[src/rtl/pc_fetch_unit.sv]
// Instruction-fetch stage: owns the PC, registers the fetched word toward decode,
// applies branch/jump redirects and halts on misaligned or out-of-range fetches.
module pc_fetch_unit #(
    parameter logic [31:0] RESET_PC   = 32'h0000_0000,
    parameter int unsigned IMEM_WORDS = 256
) (
    input  logic        clk,
    input  logic        rst,
    output logic [31:0] ImemAddress,
    input  logic [31:0] ImemInstruction,
    input  logic        RedirectValid,
    input  logic [31:0] RedirectTarget,
    input  logic        Stall,
    output logic        InstrValid,
    output logic [31:0] InstrOut,
    output logic [31:0] InstrPC,
    output logic [31:0] InstrPCPlus4,
    output logic        Fault,
    output logic [1:0]  FaultCause,
    output logic [31:0] FetchCount
);

    typedef enum logic {
        RUN  = 1'b0,
        HALT = 1'b1
    } state_t;

    localparam logic [31:0] NOP         = 32'h0000_0013;
    localparam logic [1:0]  CAUSE_NONE  = 2'b00;
    localparam logic [1:0]  CAUSE_ALIGN = 2'b01;
    localparam logic [1:0]  CAUSE_RANGE = 2'b10;
    // Widened so IMEM_WORDS*4 == 2^32 does not overflow the compare.
    localparam logic [32:0] LIMIT = 33'(IMEM_WORDS) * 33'd4;

    state_t      state, state_n;
    logic [31:0] pc, pc_n;
    logic        instr_valid, instr_valid_n;
    logic [31:0] instr_out, instr_out_n;
    logic [31:0] instr_pc, instr_pc_n;
    logic [31:0] instr_pc4, instr_pc4_n;
    logic        fault, fault_n;
    logic [1:0]  cause, cause_n;
    logic [31:0] fetch_count, fetch_count_n;

    logic        load;
    logic        in_range;
    logic [31:0] pc_plus4;

    assign pc_plus4 = pc + 32'd4;
    assign in_range = {1'b0, pc} < LIMIT;
    assign load     = (state == RUN) && (!instr_valid || !Stall);

    always_ff @(posedge clk) begin
        if (rst) begin
            state       <= RUN;
            pc          <= RESET_PC;
            instr_valid <= 1'b0;
            instr_out   <= NOP;
            instr_pc    <= 32'd0;
            instr_pc4   <= 32'd0;
            fault       <= 1'b0;
            cause       <= CAUSE_NONE;
            fetch_count <= 32'd0;
        end else begin
            state       <= state_n;
            pc          <= pc_n;
            instr_valid <= instr_valid_n;
            instr_out   <= instr_out_n;
            instr_pc    <= instr_pc_n;
            instr_pc4   <= instr_pc4_n;
            fault       <= fault_n;
            cause       <= cause_n;
            fetch_count <= fetch_count_n;
        end
    end

    always_comb begin
        state_n       = state;
        pc_n          = pc;
        instr_valid_n = instr_valid;
        instr_out_n   = instr_out;
        instr_pc_n    = instr_pc;
        instr_pc4_n   = instr_pc4;
        fault_n       = fault;
        cause_n       = cause;
        fetch_count_n = fetch_count;

        // A handshake completes even when a redirect flushes this cycle.
        if (instr_valid && !Stall) begin
            fetch_count_n = fetch_count + 32'd1;
        end

        unique case (state)
            RUN: begin
                if (RedirectValid) begin
                    instr_valid_n = 1'b0;
                    if (RedirectTarget[1:0] != 2'b00) begin
                        fault_n = 1'b1;
                        cause_n = CAUSE_ALIGN;
                        state_n = HALT;
                    end else begin
                        pc_n = RedirectTarget;
                    end
                end else if (load) begin
                    if (!in_range) begin
                        instr_valid_n = 1'b0;
                        fault_n       = 1'b1;
                        cause_n       = CAUSE_RANGE;
                        state_n       = HALT;
                    end else begin
                        instr_valid_n = 1'b1;
                        instr_out_n   = ImemInstruction;
                        instr_pc_n    = pc;
                        instr_pc4_n   = pc_plus4;
                        pc_n          = pc_plus4;
                    end
                end
            end
            HALT: begin
                instr_valid_n = 1'b0;
            end
            default: begin
                state_n = HALT;
            end
        endcase
    end

    assign ImemAddress  = pc;
    assign InstrValid   = instr_valid;
    assign InstrOut     = instr_out;
    assign InstrPC      = instr_pc;
    assign InstrPCPlus4 = instr_pc4;
    assign Fault        = fault;
    assign FaultCause   = cause;
    assign FetchCount   = fetch_count;

endmodule

[config.mk]
export PLATFORM = sky130hd
export DESIGN_NAME = pc_fetch_unit
export DESIGN_NICKNAME = d
export VERILOG_FILES = /design/src/rtl/pc_fetch_unit.sv
export SDC_FILE = /design/constraint.sdc
export NUM_CORES = 1
export LEC_CHECK = 0
export CORE_MARGIN = 3
export CORE_UTILIZATION = 40
export DETAILED_ROUTE_END_ITERATION = 6
export HOLD_SLACK_MARGIN = 0.1
export PLACE_DENSITY = 0.73
export SYNTH_ARGS = -nofsm -noshare
export SYNTH_HDL_FRONTEND = slang
export SYNTH_SLANG_ARGS = --single-unit
[constraint.sdc]
create_clock -name clk -period 2.9 [get_ports clk]
set_input_delay 0.435 -clock clk [delete_from_list [all_inputs] [get_ports clk]]
set_output_delay 0.435 -clock clk [all_outputs]
set_load 0.02 [all_outputs]
==> results of run 1 <==
## cells in the final DEF (no fill, tap or decap), drive strengths merged, types with 7 or more instances in the layout
| cell type | Yosys | routed |
|---|---|---|
| clkdlybuf4s50 | 0 | 230 |
| and3 | 48 | 48 |
| a211oi | 7 | 7 |
| nand2 | 141 | 141 |
| nor4 | 19 | 19 |
| dfxtp | 163 | 163 |
| clkbuf | 30 | 17 |
| inv | 7 | 10 |
| xnor2 | 24 | 24 |
| clkinv | 0 | 7 |
| nand4 | 14 | 14 |
| nor2 | 53 | 53 |
| a21oi | 68 | 68 |
| o21ai | 12 | 12 |
| buf | 28 | 13 |
| xor2 | 11 | 11 |
| nand3 | 32 | 32 |
## cell type report
class / count / area, um^2
sequential: 163 / 3260
clock buffer: 17 / 425
timing repair buffer: 243 / 2410
multi-input combinational: 486 / 2640
tap: 184 / 230
inverter: 7 / 26.3
fill: 1347 / 5740
clock inverter: 15 / 133
## power by group through the flow
stage	combinational, uW	clock, uW	sequential [uW]
2_1_floorplan	374	0	2570
3_3_place_gp	853	0	2470
3_5_place_dp	858	0	2470
4_1_cts	860	2190	2420
5_1_grt	934	2270	2430
6_report	847	2130	2420
## per-stage QoR
| step | std cells | worst slack, ns | total power, uW |
|---|---|---|---|
| floorplan | 714 | 1.02 | 2950 |
| global placement | 1083 | 0.394 | 3320 |
| detailed placement | 1083 | 0.416 | 3330 |
| CTS | 1115 | 0.595 | 5470 |
| global route | 1115 | 0.416 | 5640 |
| finish | 1115 | 0.601 | 5400 |
## path summary, 6_finish.rpt
check                                      from          endpoint  slack [ns]  cells past startpoint
worst max-delay path            ImemAddress[10]  InstrPCPlus4[27]        0.60                      5
worst min-delay path                        rst   ImemAddress[19]        0.26                      2
worst max register to register  ImemAddress[10]  InstrPCPlus4[27]        0.60                      5
worst min register to register     InstrOut[25]      InstrOut[25]        0.45                      2
## logic make-up after synthesis
family,synth area share
AOI/OAI and AO/OA,0.107
and+or+nand+nor,0.259
xor gates and xnor gates,0.0493
adders and majority gates,0.00402
muxes,0.00322
DFF,0.525
buffers and inverters,0.0527
## flip-flops by register name, summed over array words and instances (netlist names), 2 cells and up
signal / flops
InstrPC: 32
FaultCause: 2
InstrOut: 32
ImemAddress: 32
FetchCount: 32
InstrPCPlus4: 30
## worst reg2reg max path, cell delays in order (launching register included)
cell and delay (ns):
sky130_fd_sc_hd__dfxtp_1 0.39, sky130_fd_sc_hd__nor4_1 0.36, sky130_fd_sc_hd__nand4_1 0.34, sky130_fd_sc_hd__or2_2 0.39, sky130_fd_sc_hd__buf_4 0.38, sky130_fd_sc_hd__and3_1 0.35
## metal layers
metal	wire length, um	part of all wire	up-vias
met5	0	0	-
met4	317	0.018	0
met3	1790	0.10	27
met2	8070	0.45	204
met1	7650	0.43	2605
li1	-	-	2850
==> summary by stage, run 1 <==
Power and ir drop
The total power density per cell area is between 500 and 600 nW/um^2. The share of total power dissipated in the clock network is 0.395. The internal power of the cells is a little under 4000 uW. The total leakage power is about 0.0033 uW. The worst-case vdd ir drop is ~0.42 mV. The share of total power dissipated in sequential elements is 0.448.

The reported net switching power is 1500 uW. Of the total power, the share spent switching nets is 0.279. The combinational share of power is 0.157.

Synthesis
Ranked by total cell area, the synthesized netlist is headed by sky130_fd_sc_hd__dfxtp_1 52%, sky130_fd_sc_hd__nand2_1 8.5%, sky130_fd_sc_hd__a21oi_1 5.5%. The average instance in the mapped netlist occupies between 8 and 9 um^2. The cell count after synthesis came out at between 700 and 800. In this run, synthesis inferred 0 flip-flops with an integrated enable. Of the post-synthesis cell area, the dominant cell type holds 0.525.

For this run, asynchronously set or reset flops after synthesis account for 0. After synthesis, the most frequently instantiated cells are 163 x sky130_fd_sc_hd__dfxtp_1, 141 x sky130_fd_sc_hd__nand2_1, 68 x sky130_fd_sc_hd__a21oi_1, 53 x sky130_fd_sc_hd__nor2_1, 48 x sky130_fd_sc_hd__and3_1. The most used flip-flop cell after synthesis is sky130_fd_sc_hd__dfxtp_1. The largest total area in the synthesized netlist belongs to sky130_fd_sc_hd__dfxtp_1. The mapped netlist covers roughly 6200 um^2. Yosys printed 0 warnings. Counting every net in the synthesized netlist gives a little under 800. After synthesis the netlist holds a flip-flop and latch count of around 160. The number of library cell types mapped by synthesis is between 40 and 50.

The most common cell in the synthesized netlist is sky130_fd_sc_hd__dfxtp_1. The share of synthesized area occupied by flip-flops and latches is 0.525.

Setup path
Along the worst path, the maximum fanout reaches just under 90. Together, buffers and inverters on the worst path number 1. STA classifies the critical path endpoint as a register. At the worst endpoint, the required time is about 3.2 ns. STA classifies the critical path startpoint as a register.

The signal on the critical path passes through nor4_1, nand4_1, or2_2, buf_4, and3_1. Data on the critical path arrives at its endpoint at between 2 and 3 ns. For this run, the slowest stage of the critical path takes around 0.39 ns. The slowest library cell on the worst path is sky130_fd_sc_hd__dfxtp_1.

The cell family with the largest share of critical-path delay is simple AND/OR/NAND/NOR gates. By startpoint and endpoint, the worst setup path is classified as register to register.

Timing
The max-slew headroom at the worst pin is 0.455. The post-route minimum period is approximately 2.3 ns. The worst hold margin is ~0.26 ns. At the pin with the least slew margin, the transition time is around 0.8 ns. The count of endpoints failing hold in the final timing report came to 0. In the final timing run, aggregate negative setup slack is 0 ns.

Dividing the final minimum period by the clock period gives 0.793. Setup repair after global routing left no endpoint under its margin. Derived from the worst setup path, the maximum achievable clock frequency is around 430 MHz. The count of pins over their slew limit is 0. The clock tree skew after final layout is ~0.011 ns. Setup violations remaining at the end of the flow were counted as 0.

Drt
After detailed routing, the number of vias per cell comes to a little over 5. The via count of the routed design is 5686. For this run, the detailed router's first-pass iteration total came to 4. The first routing iteration left 299 violations. After detailed routing, the number of remaining DRC violations is 0.

The wire length reported by the detailed router is around 18000 um. In the final routed layout, each cell accounts on average for 16.0 um. The remaining antenna violation count is 0.

GRT
The total routing resource utilization after global routing is 0.212. For this run, global-route usage on met3 was measured as 0.0911. The initial antenna violation count came to 0. The fraction of met2 tracks used by global routing is 0.329. The total overflow left after global routing is 0. The fraction of met1 tracks used by global routing is 0.261. The number of global-route vias before repair is 5499.

The first-pass GRT wire length is ~29000 um. Entering global routing, the biggest net connects 88 pins. The layer flagged by global routing as most heavily used is met2.

Placement
The sum of net half-perimeters after detailed placement is 12100 um. Once placement finished, the instance area stood at roughly 8600 um^2. The final RePlAce weighted congestion is between 0.8 and 0.9. The count of input and output buffers is 231.

CTS
Clock tree synthesis selected as its root buffer the cell sky130_fd_sc_hd__clkbuf_16. The clock drives ~160 sinks. The count of cells resized by post-cts repair is 0. TritonCTS built the clock tree.

Buffers inserted to repair hold after CTS numbered 0. The post-CTS setup-driven buffer insertion count is 0. The clock insertion delay at the later pin of the skew report is roughly 0.43 ns. In this run the number of H-tree levels came out at 4.

The number of clock buffers added by TritonCTS is 17. The clock slew seen by the registers of the worst setup and hold paths is 0.07 ns. In this run the deepest clock path goes through 2 buffers.

Outcome
The flow ran to the end, and the final reports show no timing, DRC or antenna violations.

Floorplanning
The core region is 14900 um^2. The die area is 17100 um^2. The die is around 130 um tall. The number of rows created at floorplan is 44. For this configuration, the core starts out at a cell density of 0.419. The total I/O pin count is roughly 230.

In this run the horizontal extent of the chip is about 130 um.

Final layout
At the end of the flow the core is filled with cells to 0.614. After routing the design area is between 9000 and 10000 um^2. Of the cells placed in the final design, the portion with a size suffix greater than 1 is 0.0559.

The antenna diode count is 0. Relative to the synthesized area, the layout overhead comes to 46.7%. In the final design database the tool counted ~990 nets.

Run
Across the run, the number of max-cap violations was 0.

Hold path
In this run the worst hold path is classified as input pin to register.
No activity file was read; power rests on OpenSTA's default activity.
==> inputs of run 2 (changes only) <==
==> constraint.sdc (replaced) <==
create_clock -name clk -period 2.28 [get_ports clk]
set_input_delay 0.342 -clock clk [delete_from_list [all_inputs] [get_ports clk]]
set_output_delay 0.342 -clock clk [all_outputs]
set_load 0.02 [all_outputs]
==> run 2 against run 1 <==
  * Combinational power up 36%
  * Clock skew rose by 0.00091 ns
  * Highest routed layer unchanged
  * Worst hold slack lost 0.048 ns
  * Largest cell class unchanged
  * Sequential power increased by 26%
  * Fmax rose by 10%
  * Sequential share of layout area shrank 0.71 points
  * Critical path type unchanged
  * Wire length fell by 1.4%
  * Global-route usage down 0.68 points
  * Clock power up 38%
  * First-iteration DRC count decreased by 16%
  * Worst setup slack got worse by 0.41 ns
==> summary by stage, run 2 (synthesis results as in run 1) <==
Setup path
Ordered list of cells on the worst path: nor4_1, nand4_1, o21a_1, a2111oi_0, a31o_1 (was nor4_1, nand4_1, or2_2, buf_4, and3_1). The element type at the critical path end is a register (unchanged). The slowest library cell on the worst path is sky130_fd_sc_hd__o21a_1 (was sky130_fd_sc_hd__dfxtp_1). The cell family with the largest share of critical-path delay was compound AO/OA/AOI/OAI gates (was simple AND/OR/NAND/NOR gates).

The startpoint type of the worst setup path is a register (unchanged). The critical-path maximum fanout is 14 (was 87). The maximum cell stage delay along the critical path is 0.50 ns (was 0.39 ns). The kind of critical path is register to register (unchanged).

The data arrival time of the worst path is 2.45 ns (was 2.63 ns). The sum of buffers and inverters on the critical path came to 0 (was 1). The data required time of the critical path is 2.64 ns (was 3.23 ns).

Timing
The max-slew headroom at the worst pin is 0.581 (was 0.455). The final critical-path share of the clock period is 0.916 (was 0.793). The fmax is 479 MHz (was 435 MHz). The total of endpoints with negative setup slack in the final report is 0 (unchanged).

The clock tree skew after final layout is 0.0115 ns (was 0.0106 ns). The post-route minimum period is 2.09 ns (was 2.30 ns). The post-route setup TNS came to 0 ns (unchanged). Setup repair after global routing missed its margin: no (unchanged). The count of pins over their slew limit was 0 (unchanged).

The count of endpoints failing hold in the final timing report is 0 (unchanged). The slew at the pin closest to its max-slew limit is 0.629 ns (was 0.818 ns).

Floorplanning
The area of the core region is 14900 um^2 (unchanged). The horizontal die dimension is 131 um (unchanged). The die area was 17100 um^2 (unchanged).

The overall die height is 131 um (unchanged). The starting density of the core is 0.419 (unchanged). The total I/O pin count is 232 (unchanged).

The number of rows created at floorplan is 44 (unchanged).

Final layout
The area of all placed cells without fillers is 9310 um^2 (was 9130 um^2). The share of layout cells above drive strength 1 is 0.0667 (was 0.0559). The number of nets in the final layout is 1002 (was 988). The antenna diode count is 0 (unchanged). Leading cell types in the layout, fill and taps excluded: 230 x sky130_fd_sc_hd__clkdlybuf4s50_1, 163 x sky130_fd_sc_hd__dfxtp_1, 141 x sky130_fd_sc_hd__nand2_1, 68 x sky130_fd_sc_hd__a21oi_1, 52 x sky130_fd_sc_hd__nor2_1 (unchanged). The most common cell after layout, fill and taps aside was sky130_fd_sc_hd__clkdlybuf4s50_1 (unchanged). The area added between synthesis and finish is 49.7% (was 46.7%). The final-layout fill cell count is 1288 (was 1347).

CTS
The clock insertion delay at the later pin of the skew report was 0.43 ns (about the same). The count of cells resized by post-cts repair is 0 (unchanged). The maximum count of clock buffers along a single path came to 2 (unchanged). The number of sinks on the clock net is 163 (unchanged).

The count of hold buffers inserted by post-cts repair is 0 (unchanged). The clock slew seen by the registers of the worst setup and hold paths is 0.06 ns (was 0.07 ns). The post-CTS setup-driven buffer insertion count is 0 (unchanged). The clock root buffer is sky130_fd_sc_hd__clkbuf_16 (unchanged). The CTS buffer count is 17 (unchanged). The TritonCTS clock tree is done (unchanged). The level count of the clock H-tree is 4 (unchanged).

Placement
The instance area at placement came to 8700 um^2 (was 8570 um^2). The count of input and output buffers is 231 (unchanged). The sum of net half-perimeters after detailed placement is 12200 um (was 12100 um).

The final RePlAce weighted congestion is 0.822 (was 0.808).

Hold path
The class of the tightest hold or removal check is input pin to register (unchanged).

Drt
The first-pass iteration count of the detailed router is 5 (was 4). The via count normalized by instance count is 5.03 (was 5.10). The remaining antenna violation count was 0 (unchanged). The remaining design rule violation count is 0 (unchanged). The detailed-route wire length per cell is 15.6 um (was 16.0 um). The wire length reported by the detailed router is 17600 um (was 17800 um). The via count of the routed design was 5677 (was 5686). The DRC marker count from the first detailed-route iteration is 251 (was 299).

Power and ir drop
The total leakage power is 0.00342 uW (was 0.00331 uW). The worst-case vdd ir drop is 0.565 mV (was 0.419 mV). The total power density per cell area is 766 nW/um^2 (was 591 nW/um^2).

GRT
The first-pass GRT wire length is 27800 um (was 28600 um). The total routing resource utilization after global routing is 0.205 (was 0.212). The pin count of the biggest net entering global routing came to 88 (unchanged).

The overflow left after global routing came to 0 (unchanged). The initial antenna violation count is 0 (unchanged). The number of global-route vias before repair came to 5387 (was 5499).

Outcome
Status: complete, no violations (unchanged).

Run
The max-cap violation count was 0 (unchanged).
## run 2: final cells by class
class,count,area (um^2),share of cell area
Clock buffer,23,488,0.0524
Clock inverter,8,125,0.0134
Inverter,7,26.3,0.00282
Multi-Input combinational cell,486,2640,0.283
Sequential cell,163,3260,0.350
Tap cell,184,230,0.0247
Timing Repair Buffer,257,2540,0.273
## run 2: where the power goes
group | internal, uW | switching (uW)
combinational | 504 | 642
sequential | 2980 | 76.5
clock | 1830 | 1100
## run 2: metal layers
metal,part of all wire,wire [um],vias to the layer above,GRT usage
met5,0,0,-,0
met4,0.014,249,0,0.0623
met3,0.10,1830,19,0.0959
met2,0.46,8060,185,0.322
met1,0.42,7440,2610,0.252
li1,-,-,2863,-
## run 2: final timing paths
path	endpoint	slack, ns	cells past startpoint	start
worst max-delay path	ImemAddress[16]	0.19	5	ImemAddress[12]
worst min-delay path	ImemAddress[21]	0.21	2	rst
worst max register to register	ImemAddress[16]	0.19	5	ImemAddress[12]
worst min register to register	InstrPC[8]	0.45	2	InstrPC[8]
## run 2: metrics by stage
stage / power (uW) / hold slack [ns] / std cells / setup slack, ns / utilization
5_1_grt: 7440 / 0.218 / 1128 / 0.0173 / 0.627
3_5_place_dp: 4270 / 0.446 / 1097 / 0.177 / 0.585
3_3_place_gp: 4260 / 0.441 / 1097 / 0.239 / 0.585
6_report: 7130 / 0.214 / 1128 / 0.192 / 0.627
2_1_floorplan: 3750 / 0.441 / 714 / 0.400 / -
4_1_cts: 7210 / 0.200 / 1128 / 0.220 / 0.627
## run 2: worst reg2reg max path, stage by stage, from the launching register on
cell and delay, ns:
sky130_fd_sc_hd__dfxtp_1 0.35, sky130_fd_sc_hd__nor4_1 0.31, sky130_fd_sc_hd__nand4_1 0.37, sky130_fd_sc_hd__o21a_1 0.50, sky130_fd_sc_hd__a2111oi_0 0.37, sky130_fd_sc_hd__a31o_1 0.14
